==> src/rtl/pipelined_add_sub.sv <==
// pipelined_add_sub
//   Two's-complement adder/subtractor whose carry chain is cut into CHUNK-bit
//   segments, one segment per pipeline stage (STAGES = WIDTH/CHUNK). Operands
//   travel down skew registers until their segment is resolved. Finished low
//   result segments travel along with them, so every segment of one operation
//   leaves the last stage in the same cycle. One global advance enable moves
//   every stage at once, bubbles included, and freezes the whole pipe under
//   backpressure.
//   WIDTH must be a multiple of CHUNK, and STAGES must be at least 1.
//
// Ports
//   clk       rising-edge clock
//   reset_n   synchronous active-low reset
//   in_valid  operand set on a/b/sub/carry_in is valid
//   in_ready  operand set is accepted this cycle (reset_n && advance)
//   a, b      operands
//   sub       0 = add, 1 = subtract
//   carry_in  carry-in (add) or borrow-in (subtract)
//   out_valid result on sum/carry/overflow is valid
//   out_ready consumer takes the result this cycle
//   sum       result modulo 2^WIDTH
//   carry     unsigned carry-out (subtract: 1 = no borrow)
//   overflow  signed overflow
module pipelined_add_sub #(
  parameter int WIDTH = 64,
  parameter int CHUNK = 16
) (
  input  logic             clk,
  input  logic             reset_n,
  input  logic             in_valid,
  output logic             in_ready,
  input  logic [WIDTH-1:0] a,
  input  logic [WIDTH-1:0] b,
  input  logic             sub,
  input  logic             carry_in,
  output logic             out_valid,
  input  logic             out_ready,
  output logic [WIDTH-1:0] sum,
  output logic             carry,
  output logic             overflow
);

  localparam int STAGES = WIDTH / CHUNK;

  logic adv_s;

  // The pipe moves as one unit: it shifts unless a finished result is stuck.
  assign adv_s    = !out_valid || out_ready;
  assign in_ready = reset_n && adv_s;

  for (genvar k = 0; k < STAGES; k++) begin : g_stage
    // Stage k still needs operand bits from segment k upward.
    logic [WIDTH-1:k*CHUNK]   a_in_s;
    logic [WIDTH-1:k*CHUNK]   b_in_s;
    logic                     c_in_s;
    logic                     v_in_s;
    logic [CHUNK:0]           chunk_s;
    logic [(k+1)*CHUNK-1:0]   sum_nxt_s;
    logic [(k+1)*CHUNK-1:0]   sum_r;
    logic                     cy_r;
    logic                     valid_r;

    if (k == 0) begin : g_head
      // Operands enter here. B is inverted once, and the carry seed is folded in.
      always_comb begin
        a_in_s = a;
        b_in_s = b ^ {WIDTH{sub}};
        c_in_s = carry_in ^ sub;
        v_in_s = in_valid && in_ready;
      end

      // The first segment starts the result vector.
      always_comb begin
        sum_nxt_s = chunk_s[CHUNK-1:0];
      end
    end else begin : g_tail
      // Take the skewed operands, the partial result and the carry from stage k-1.
      always_comb begin
        a_in_s = g_stage[k-1].g_skew.opa_r;
        b_in_s = g_stage[k-1].g_skew.opb_r;
        c_in_s = g_stage[k-1].cy_r;
        v_in_s = g_stage[k-1].valid_r;
      end

      // Append this segment above the already resolved lower segments.
      always_comb begin
        sum_nxt_s = {chunk_s[CHUNK-1:0], g_stage[k-1].sum_r};
      end
    end

    // One CHUNK-bit slice of the carry chain, with its carry-out in the top bit.
    always_comb begin
      chunk_s = {1'b0, a_in_s[k*CHUNK +: CHUNK]}
              + {1'b0, b_in_s[k*CHUNK +: CHUNK]}
              + {{CHUNK{1'b0}}, c_in_s};
    end

    // Result, carry and valid registers for this stage.
    always_ff @(posedge clk) begin
      if (!reset_n) begin
        valid_r <= 1'b0;
        sum_r   <= '0;
        cy_r    <= 1'b0;
      end else if (adv_s) begin
        valid_r <= v_in_s;
        sum_r   <= sum_nxt_s;
        cy_r    <= chunk_s[CHUNK];
      end
    end

    if (k < STAGES - 1) begin : g_skew
      logic [WIDTH-1:(k+1)*CHUNK] opa_r;
      logic [WIDTH-1:(k+1)*CHUNK] opb_r;

      // Carry the still unused upper operand segments forward to later stages.
      always_ff @(posedge clk) begin
        if (!reset_n) begin
          opa_r <= '0;
          opb_r <= '0;
        end else if (adv_s) begin
          opa_r <= a_in_s[WIDTH-1:(k+1)*CHUNK];
          opb_r <= b_in_s[WIDTH-1:(k+1)*CHUNK];
        end
      end
    end

    if (k == STAGES - 1) begin : g_last
      logic ovf_nxt_s;
      logic ovf_r;

      // The carry into the MSB is recovered as a^b^sum at the MSB.
      always_comb begin
        ovf_nxt_s = a_in_s[WIDTH-1] ^ b_in_s[WIDTH-1]
                  ^ chunk_s[CHUNK-1] ^ chunk_s[CHUNK];
      end

      // Registered signed-overflow flag, aligned with the final segment.
      always_ff @(posedge clk) begin
        if (!reset_n) begin
          ovf_r <= 1'b0;
        end else if (adv_s) begin
          ovf_r <= ovf_nxt_s;
        end
      end
    end
  end

  assign out_valid = g_stage[STAGES-1].valid_r;
  assign sum       = g_stage[STAGES-1].sum_r;
  assign carry     = g_stage[STAGES-1].cy_r;
  assign overflow  = g_stage[STAGES-1].g_last.ovf_r;

endmodule

==> config.mk <==
export PLATFORM = sky130hd
export DESIGN_NAME = pipelined_add_sub
export DESIGN_NICKNAME = d
export VERILOG_FILES = /design/src/rtl/pipelined_add_sub.sv
export SDC_FILE = /design/constraint.sdc
export NUM_CORES = 1
export LEC_CHECK = 0
export ABC_AREA = 1
export ABC_CLOCK_PERIOD_IN_PS = 3000
export CAP_MARGIN = 10
export CORE_ASPECT_RATIO = 0.9
export CORE_MARGIN = 4
export CORE_UTILIZATION = 30
export CTS_CLUSTER_SIZE = 24
export DETAILED_ROUTE_END_ITERATION = 8
export GPL_TIMING_DRIVEN = 0
export SETUP_SLACK_MARGIN = 0.5
export SYNTH_ARGS = -nofsm -noshare
export SYNTH_HDL_FRONTEND = slang
export SYNTH_SLANG_ARGS = --single-unit
==> constraint.sdc <==
create_clock -name clk -period 3 [get_ports clk]
set_clock_uncertainty 0.2 [all_clocks]
set_input_delay 0.3 -clock clk [delete_from_list [all_inputs] [get_ports clk]]
set_output_delay 0.3 -clock clk [all_outputs]
set_load 0.02 [all_outputs]
==> results of run 1 <==
-- timing repair --
item	4_1_cts	5_1_grt
buffers inserted	1	0
endpoints found under the setup margin	1	9
pin swaps	0	0
resized for setup	9	11
-- cell type report --
class	count	area (sq um)	area share (%)
multi-input cells	1597	8026	38.66
flip-flops and latches	361	7227	34.81
repair buffers	201	2009	9.679
clock buffers	59	1154	5.557
well taps	705	882.1	4.249
plain buffers	125	734.5	3.538
inverters	158	596.8	2.875
clock inverters	10	128.9	0.6207
diodes	1	2.502	0.01205
-- logic make-up after synthesis --
logic type | synth area share (%)
AND/OR/NAND/NOR | 22.36
adder cells (fa/ha/maj) | 5.511
AO/OA/AOI/OAI | 15.70
XOR/XNOR | 4.822
buffers and inverters | 7.881
flip-flops | 43.73
-- flip-flops by register name (all words and copies together) (netlist names) --
register,cells
g_stage.sum_r,96
g_stage.valid_r,3
g_stage.g_skew.opb_r,96
out_valid,1
g_stage.g_skew.opa_r,96
overflow,1
g_stage.cy_r,3
sum,64
carry,1
-- Yosys cell counts (2+ instances only) --
cell,instances
a21o_1,6
a21oi_1,132
a21oi_2,3
and2_1,3
and3_1,2
buf_2,63
buf_4,14
buf_6,12
clkbuf_1,35
dfxtp_1,361
fa_1,8
ha_1,60
inv_1,155
nand2_1,252
nand3_1,73
nand3b_1,5
nor2_1,574
nor2_2,12
nor3_1,6
nor3_2,2
o21ai_0,313
o21ai_1,34
o21bai_1,11
or2_1,2
xnor2_1,56
xor2_1,35
-- tightest hold or removal path, cell delays in order --
cell and delay, ns:
buf_6 0.15, xnor2_1 0.16, a21oi_1 0.06
-- metrics by stage --
| step | total power (W) | utilization [%] | instance area, sq um | setup WS (ns) |
|---|---|---|---|---|
| 6_report | 0.01205 | 38.15 | 20760 | 0.5897 |
| 5_1_grt | 0.01260 | 38.14 | 20760 | 0.4947 |
| 4_1_cts | 0.01214 | 38.07 | 20720 | 0.5118 |
| 3_5_place_dp | 0.007248 | 35.67 | 19410 | 0.05071 |
| 3_3_place_gp | 0.007218 | 35.67 | 19410 | 0.006225 |
| 2_1_floorplan | 0.006525 | - | 16530 | 0.5197 |
-- worst min path at each step --
stage                                             end  depth (start not counted)
after floorplan                   g_stage[1].sum_r[6]                          2
after global placement                        sum[47]                          2
after detailed placement                      sum[47]                          2
after CTS                 g_stage[0].g_skew.opb_r[17]                          3
after global routing      g_stage[0].g_skew.opb_r[17]                          3
final                     g_stage[0].g_skew.opb_r[17]                          3
-- power breakdown --
group | internal [W] | switching, W | leakage [nW] | total (W)
Combinational | 0.000747 | 0.000995 | 6.46 | 0.00174
Sequential | 0.00519 | 0.000221 | 2.97 | 0.00541
Clock | 0.00291 | 0.00199 | 0.633 | 0.00490
Total | 0.00885 | 0.00320 | 10.1 | 0.0120
-- per-layer routing --
metal | vias to the layer above | wire (um)
met5 | - | 0
met4 | 0 | 1292
met3 | 67 | 2881
met2 | 343 | 23300
met1 | 6915 | 25820
li1 | 7682 | -
==> impl_results.rst, run 1 <==
.. list-table::
   :header-rows: 1

   * - Metric
     - Value
   * - Final net count
     - 2,686
   * - Power per cell area
     - 580.4 mW/mm^2
   * - Minimum clock period after layout
     - around 2.4 ns
   * - Largest driver fanout on the critical path
     - 10
   * - Layout cells sized above 1
     - 7.129%
   * - Chain of cells forming the critical path
     - inv_1, nor2_4, buf_6, buf_8, buf_8, nor2_2, clkdlybuf4s15_2
   * - Signal arrival time at the worst endpoint
     - ~1.9 ns
   * - Ratio of final minimum period to clock period
     - about four fifths
   * - Via count normalized by instance count
     - 4.665
   * - Total routing resource utilization after global routing
     - between 10% and 20%
   * - Reg-to-reg endpoint
     - overflow
   * - Sum of overflow across all layers after global routing
     - 0
   * - Placer Congestion
     - 0.8699
   * - Headroom to the max-slew limit
     - 45.87%
   * - Delay of the slowest cell on the worst path
     - about 0.31 ns
   * - Class of the worst hold path
     - in2reg
   * - Cells after synthesis
     - ~2,200
   * - Critical Path End Type
     - output port
   * - Worst Setup Start Kind
     - flop
   * - Global-route track usage on met1
     - approximately a quarter
   * - Termination of the worst setup path
     - in_ready
   * - Total number of placement rows
     - 81
   * - Proportion of register bits with asynchronous set or reset after synthesis
     - 0%
   * - Setup-violating endpoint count in the final report
     - 0
   * - TritonRoute pass-1 iters
     - 7
   * - Busiest layer in global routing
     - met2
   * - Clock latency of the later-clocked register in the worst-skew pair
     - about 0.55 ns
   * - Share of the synthesized area in the top cell type
     - 43.73%
   * - Net count of the mapped netlist
     - around 2,400
   * - Starting Density
     - 30.37%
   * - Unrepaired setup endpoints after global routing
     - true
   * - Critical Path Source
     - out_valid
   * - Hold Startpoint
     - sub
   * - Pins over their slew limit
     - 0
   * - Most frequent standard cell in the layout excluding fill and tap cells
     - nor2_1
   * - Number of flops mapped to enable cells by yosys
     - 0
   * - Most area-consuming cells after synthesis
     - dfxtp_1 44%, nor2_1 13%, o21ai_0 9.5%
   * - Number of global-route vias before repair
     - 14,660
   * - Fraction of met3 tracks used by global routing
     - around 3.8%
   * - Outcome
     - complete, but fails checks
   * - # H-tree levels
     - 2
   * - Main flop type after synthesis
     - dfxtp_1
   * - Remaining routing DRC violations
     - 0
   * - Number of nets still failing antenna checks after routing
     - 0
   * - Initial DRC count
     - 997
   * - Die height
     - roughly 230 um
   * - Initial antenna violation count
     - 0
   * - Count of unique library cells instantiated by Yosys
     - 38
   * - Drt wl/cell
     - approximately 17 um
   * - Flop-to-flop setup slack
     - 0.68 ns
   * - Buffering stage count on the worst path with inverters included
     - 5
   * - Slowest-stage cell, CP
     - dfxtp_1
   * - Maximum buffer depth of the clock tree
     - 3
   * - Placed wire-length estimate
     - 40,960 um
   * - Count of warnings emitted by yosys
     - 0
   * - Number of violations of the max-capacitance limit
     - 0
   * - Proportion of synthesized chip area in sequential cells
     - 43.73%
   * - Worst VDD drop
     - 0.3636 mV
   * - Die area
     - 0.05892 sq mm
   * - Largest net degree at the start of global routing
     - 14
   * - Most frequent cells in the layout
     - 573 x nor2_1, 361 x dfxtp_1, 313 x o21ai_0, 251 x nand2_1, 198 x clkdlybuf4s50_1
   * - Library cell occupying the most area in the post-synthesis netlist
     - dfxtp_1
   * - Final Hold Slack
     - -0.01728 ns
   * - Cell class contributing the biggest share of worst-path delay
     - buffers and inverters
   * - Horiz. Die Dim
     - 255.4 um
   * - TritonCTS clock tree
     - built
   * - Global-route wire length before repair
     - ~83,000 um
   * - Total wire length
     - 53,290 um
   * - Total instance count after detailed placement
     - approximately 3,100
   * - Required time worst endpoint
     - about 2.5 ns
   * - Fmax
     - 414.9 MHz
   * - Syn Area/Cell
     - approximately 7.4 sq um
   * - Most common cell type on the critical path
     - buf_8
   * - Quantity of I/O buffers inserted on ports
     - 200
   * - Area added between synthesis and finish
     - 25.62%
   * - Floorplan core area
     - 0.05442 sq mm
   * - Clock Tree Root
     - clkbuf_16
   * - Sum of negative setup slack
     - 0 ns
   * - Register bit count reported by yosys
     - 361
   * - Crit Path Category
     - reg2out
   * - I/O pin count
     - 202
   * - GRT met2 Usage
     - 28.22%
   * - Clock transition time at the flip-flop clock pins of the worst setup and hold paths
     - 0.05 ns
   * - Worst-margin pin slew
     - 0.8120 ns
   * - TritonCTS Buffers
     - 40
   * - DR vias
     - 15,010
   * - Register-to-Register Path Depth
     - 11
   * - Final hold vios
     - 3
   * - Origin of the critical flop-to-flop path
     - g_stage[2].g_skew.opa_r[48]
   * - Number of clock sinks
     - 361
   * - Violated checks
     - negative hold slack
   * - Final standard cell count with taps included and fillers excluded
     - 3,217
   * - Standby leakage power
     - 10.06 nW
   * - Post-synthesis instance area
     - 0.01653 sq mm
   * - CTS Hold Bufs
     - 0
   * - Fill count
     - approximately 5,600
   * - Total number of cells along the worst setup path
     - 7
No activity file was read; power rests on OpenSTA's default activity.
==> run 2: changes to the inputs <==
Settings changed: ABC_CLOCK_PERIOD_IN_PS 3000 to 2500.
Clock period 3 ns to 2.5 ns, I/O delays scaled along.
==> impl_results.rst, run 2 (same netlist as run 1, synthesis figures left out) <==
.. list-table::
   :header-rows: 1

   * - Metric
     - Value
   * - Layout cells sized above 1
     - 12.33% (+5.2 points)
   * - Pins over their slew limit
     - 0 (unchanged)
   * - Die height
     - 230.7 um (unchanged)
   * - TritonCTS Buffers
     - 40 (unchanged)
   * - DR vias
     - 15,190 (+1.2%)
   * - Maximum buffer depth of the clock tree
     - 3 (unchanged)
   * - Flop-to-flop setup slack
     - 0.40 ns (-0.28 ns)
   * - Number of clock sinks
     - 361 (unchanged)
   * - Switching component of the power
     - 0.003896 W (+22%)
   * - Total wire length
     - 54,140 um (+1.6%)
   * - Clock latency of the later-clocked register in the worst-skew pair
     - 0.56 ns (about the same)
   * - Clock Tree Root
     - clkbuf_16
   * - Reg power frac
     - 43.9% (-1.0 points)
   * - Initial antenna violation count
     - 0 (unchanged)
   * - Most common cell type on the critical path
     - nand2_2
   * - Number of nets still failing antenna checks after routing
     - 0 (unchanged)
   * - # H-tree levels
     - 2 (unchanged)
   * - Clock transition time at the flip-flop clock pins of the worst setup and hold paths
     - 0.06 ns (about the same)
   * - TritonRoute pass-1 iters
     - 5 (-2)
   * - Number of global-route vias before repair
     - 14,560 (-0.70%)
   * - Worst Hold Endpoint
     - g_stage[0].g_skew.opa_r[16]
   * - Largest net degree at the start of global routing
     - 14 (unchanged)
   * - Total routing resource utilization after global routing
     - 17.68% (about the same)
   * - Ant. Diodes
     - 0 (-1)
   * - I/O pin count
     - 202 (unchanged)
   * - Fraction of met3 tracks used by global routing
     - 2.830% (-0.98 points)
   * - Clock network power share
     - 41.0% (+0.4 points)
   * - Worst Setup Start Kind
     - flop
   * - Hold Startpoint
     - a[16]
   * - Die area
     - 0.05892 sq mm (unchanged)
   * - Final cell area excluding filler cells
     - 0.02159 sq mm (+4.0%)
   * - Busiest layer in global routing
     - met2
   * - Horiz. Die Dim
     - 255.4 um (unchanged)
   * - Crit Path Category
     - reg2reg
   * - Worst-margin pin slew
     - 0.7303 ns (-0.08172 ns)
   * - Unrepaired setup endpoints after global routing
     - true
   * - Floorplan core area
     - 0.05442 sq mm (unchanged)
   * - Sum of overflow across all layers after global routing
     - 0 (unchanged)
   * - Delay of the slowest cell on the worst path
     - 0.40 ns (+0.09 ns)
   * - Largest driver fanout on the critical path
     - 4 (-6)
   * - Biggest registers after layout
     - g_stage.g_skew.opa_r: 96 flops, g_stage.g_skew.opb_r: 96 flops, g_stage.sum_r: 96 flops
   * - Drt wl/cell
     - 16.69 um (+0.75%)
   * - Worst VDD drop
     - 0.4824 mV (+33%)
   * - Internal power consumption
     - 0.01087 W (+23%)
   * - Chain of cells forming the critical path
     - fa_2, fa_2, nand2_2, nand2_4, nand3_4, nand2_4, nand2_2, nand3_2, nand2_2, nand3_2, nand2_1, inv_1
   * - Final hold vios
     - 0 (-3)
   * - Area added between synthesis and finish
     - 30.61%
   * - TritonCTS clock tree
     - built
   * - Class of the worst hold path
     - in2reg
   * - Most frequent cells in the layout
     - 570 x nor2_1, 353 x dfxtp_1, 303 x o21ai_0, 212 x nand2_1, 153 x inv_1
   * - Number of cells traversed by the worst hold path
     - 3 (unchanged)
   * - Final Hold Slack
     - 0.1225 ns (+0.1398 ns)
   * - Part of the total power dissipated in combinational logic
     - 15.1% (+0.6 points)
   * - Critical Path End Type
     - flop
   * - Global-route wire length before repair
     - 82,400 um (-0.21%)
   * - Ratio of final minimum period to clock period
     - 83.99%
   * - Initial DRC count
     - 960 (-3.7%)
   * - Origin of the critical flop-to-flop path
     - g_stage[2].cy_r
   * - Global-route track usage on met1
     - 24.75% (+0.33 points)
   * - Fmax
     - 476.2 MHz
   * - Placer Congestion
     - 0.8686 (-0.15%)
   * - Area post-placement
     - 0.01950 sq mm (+0.43%)
   * - Remaining routing DRC violations
     - 0 (unchanged)
   * - Quantity of I/O buffers inserted on ports
     - 200 (unchanged)
   * - Register-to-Register Path Depth
     - 12 (+1)
   * - Placed wire-length estimate
     - 41,240 um (+0.70%)
   * - Headroom to the max-slew limit
     - 51.31% (+5.4 points)
   * - Power per cell area
     - 684.1 mW/mm^2 (+18%)
   * - Switching share of power
     - 26.38% (-0.19 points)
   * - Signal arrival time at the worst endpoint
     - 2.34 ns (+0.43 ns)
   * - Slowest-stage cell, CP
     - fa_2
   * - Setup-violating endpoint count in the final report
     - 0 (unchanged)
   * - Outcome
     - complete, no violations
   * - Minimum clock period after layout
     - about 2.1 ns
   * - Most frequent standard cell in the layout excluding fill and tap cells
     - nor2_1
   * - Final net count
     - 2,714 (+1.0%)
   * - Standby leakage power
     - 10.77 nW (+7.1%)
   * - Starting Density
     - 30.37% (unchanged)
   * - Fin util
     - 39.66% (+1.5 points)
   * - Via count normalized by instance count
     - 4.683 (+0.39%)
   * - Required time worst endpoint
     - 2.74 ns (+0.24 ns)
   * - GRT met2 Usage
     - 28.51% (+0.29 points)
   * - Reg-to-reg endpoint
     - overflow
   * - Total number of placement rows
     - 81 (unchanged)
   * - Number of violations of the max-capacitance limit
     - 0 (unchanged)
==> run 2: cell types whose count changed in the layout (fill, tap and decap cells not counted), moves of 10 or more <==
cell | before | now
o21ai_0 | 313 | 303
nand2_2 | 2 | 24
o21ai_1 | 34 | 44
nand3_2 | 1 | 19
nand2_4 | 0 | 17
dlymetal6s2s_1 | 0 | 14
dlygate4sd2_1 | 1 | 33
buf_4 | 13 | 35
nand2_1 | 251 | 212
clkdlybuf4s50_1 | 198 | 152
nand3_1 | 73 | 52
==> run 2: metal layers <==
layer / routed length (um) / vias to the layer above
li1: - / 7739
met1: 26150 / 7049
met2: 23940 / 325
met3: 2809 / 79
met4: 1239 / 0
met5: 0 / -
==> run 2: through the flow <==
step	setup TNS [ns]	power, W	setup WS, ns	std cells
after floorplan	0	0.007848	0.2775	2241
final	0	0.01477	0.4001	3244
after global routing	0	0.01546	0.2999	3244
after CTS	0	0.01482	0.3903	3227
after detailed placement	-4.115	0.008725	-0.3395	3146
after global placement	-4.285	0.008693	-0.3762	3146
==> run 2: repair_timing <==
item / in CTS / in global routing
hold buffers: 2 / 0
endpoints found under the setup margin: 73 / 104
pin swaps: 31 / 41
resized for setup: 100 / 100
hold endpoints to repair: 9 / 0
buffers inserted: 10 / 17
==> run 2: power by group through the flow <==
stage	clock (W)	combinational [W]	sequential, W
2_1_floorplan	0	0.00125	0.00660
3_3_place_gp	0	0.00210	0.00659
3_5_place_dp	0	0.00212	0.00660
4_1_cts	0.00618	0.00216	0.00648
5_1_grt	0.00643	0.00250	0.00653
6_report	0.00606	0.00223	0.00648
==> run 2: final cells by class <==
type | instances | area (sq um)
buffer | 125 | 774.5
clock buffer | 54 | 1135
clock inverter | 15 | 210.2
fill | 5635 | 32840
inverter | 158 | 596.8
multi-input combinational | 1597 | 8509
sequential | 361 | 7239
tap | 705 | 882.1
timing repair buffer | 229 | 2238
==> run 2: how the worst max path moves through the flow <==
stage                     cells after the start                   startpoint                   end  slack, ns
after global routing                         13              g_stage[2].cy_r               sum[57]       0.30
after detailed placement                      7                    out_ready              in_ready      -0.34
after CTS                                    12  g_stage[0].g_skew.opb_r[16]  g_stage[1].sum_r[26]       0.39
final                                        12              g_stage[2].cy_r              overflow       0.40
after global placement                        5                      reset_n              in_ready      -0.38
after floorplan                              16                          sub  g_stage[0].sum_r[14]       0.28
==> run 2: critical path: cells and delay by family, from the launching register on <==
kind	cells	cell delay, ns
adder cells (fa/ha/maj)	2	0.76
flip-flops	1	0.36
buffers and inverters	1	0.03
AND/OR/NAND/NOR	9	0.63
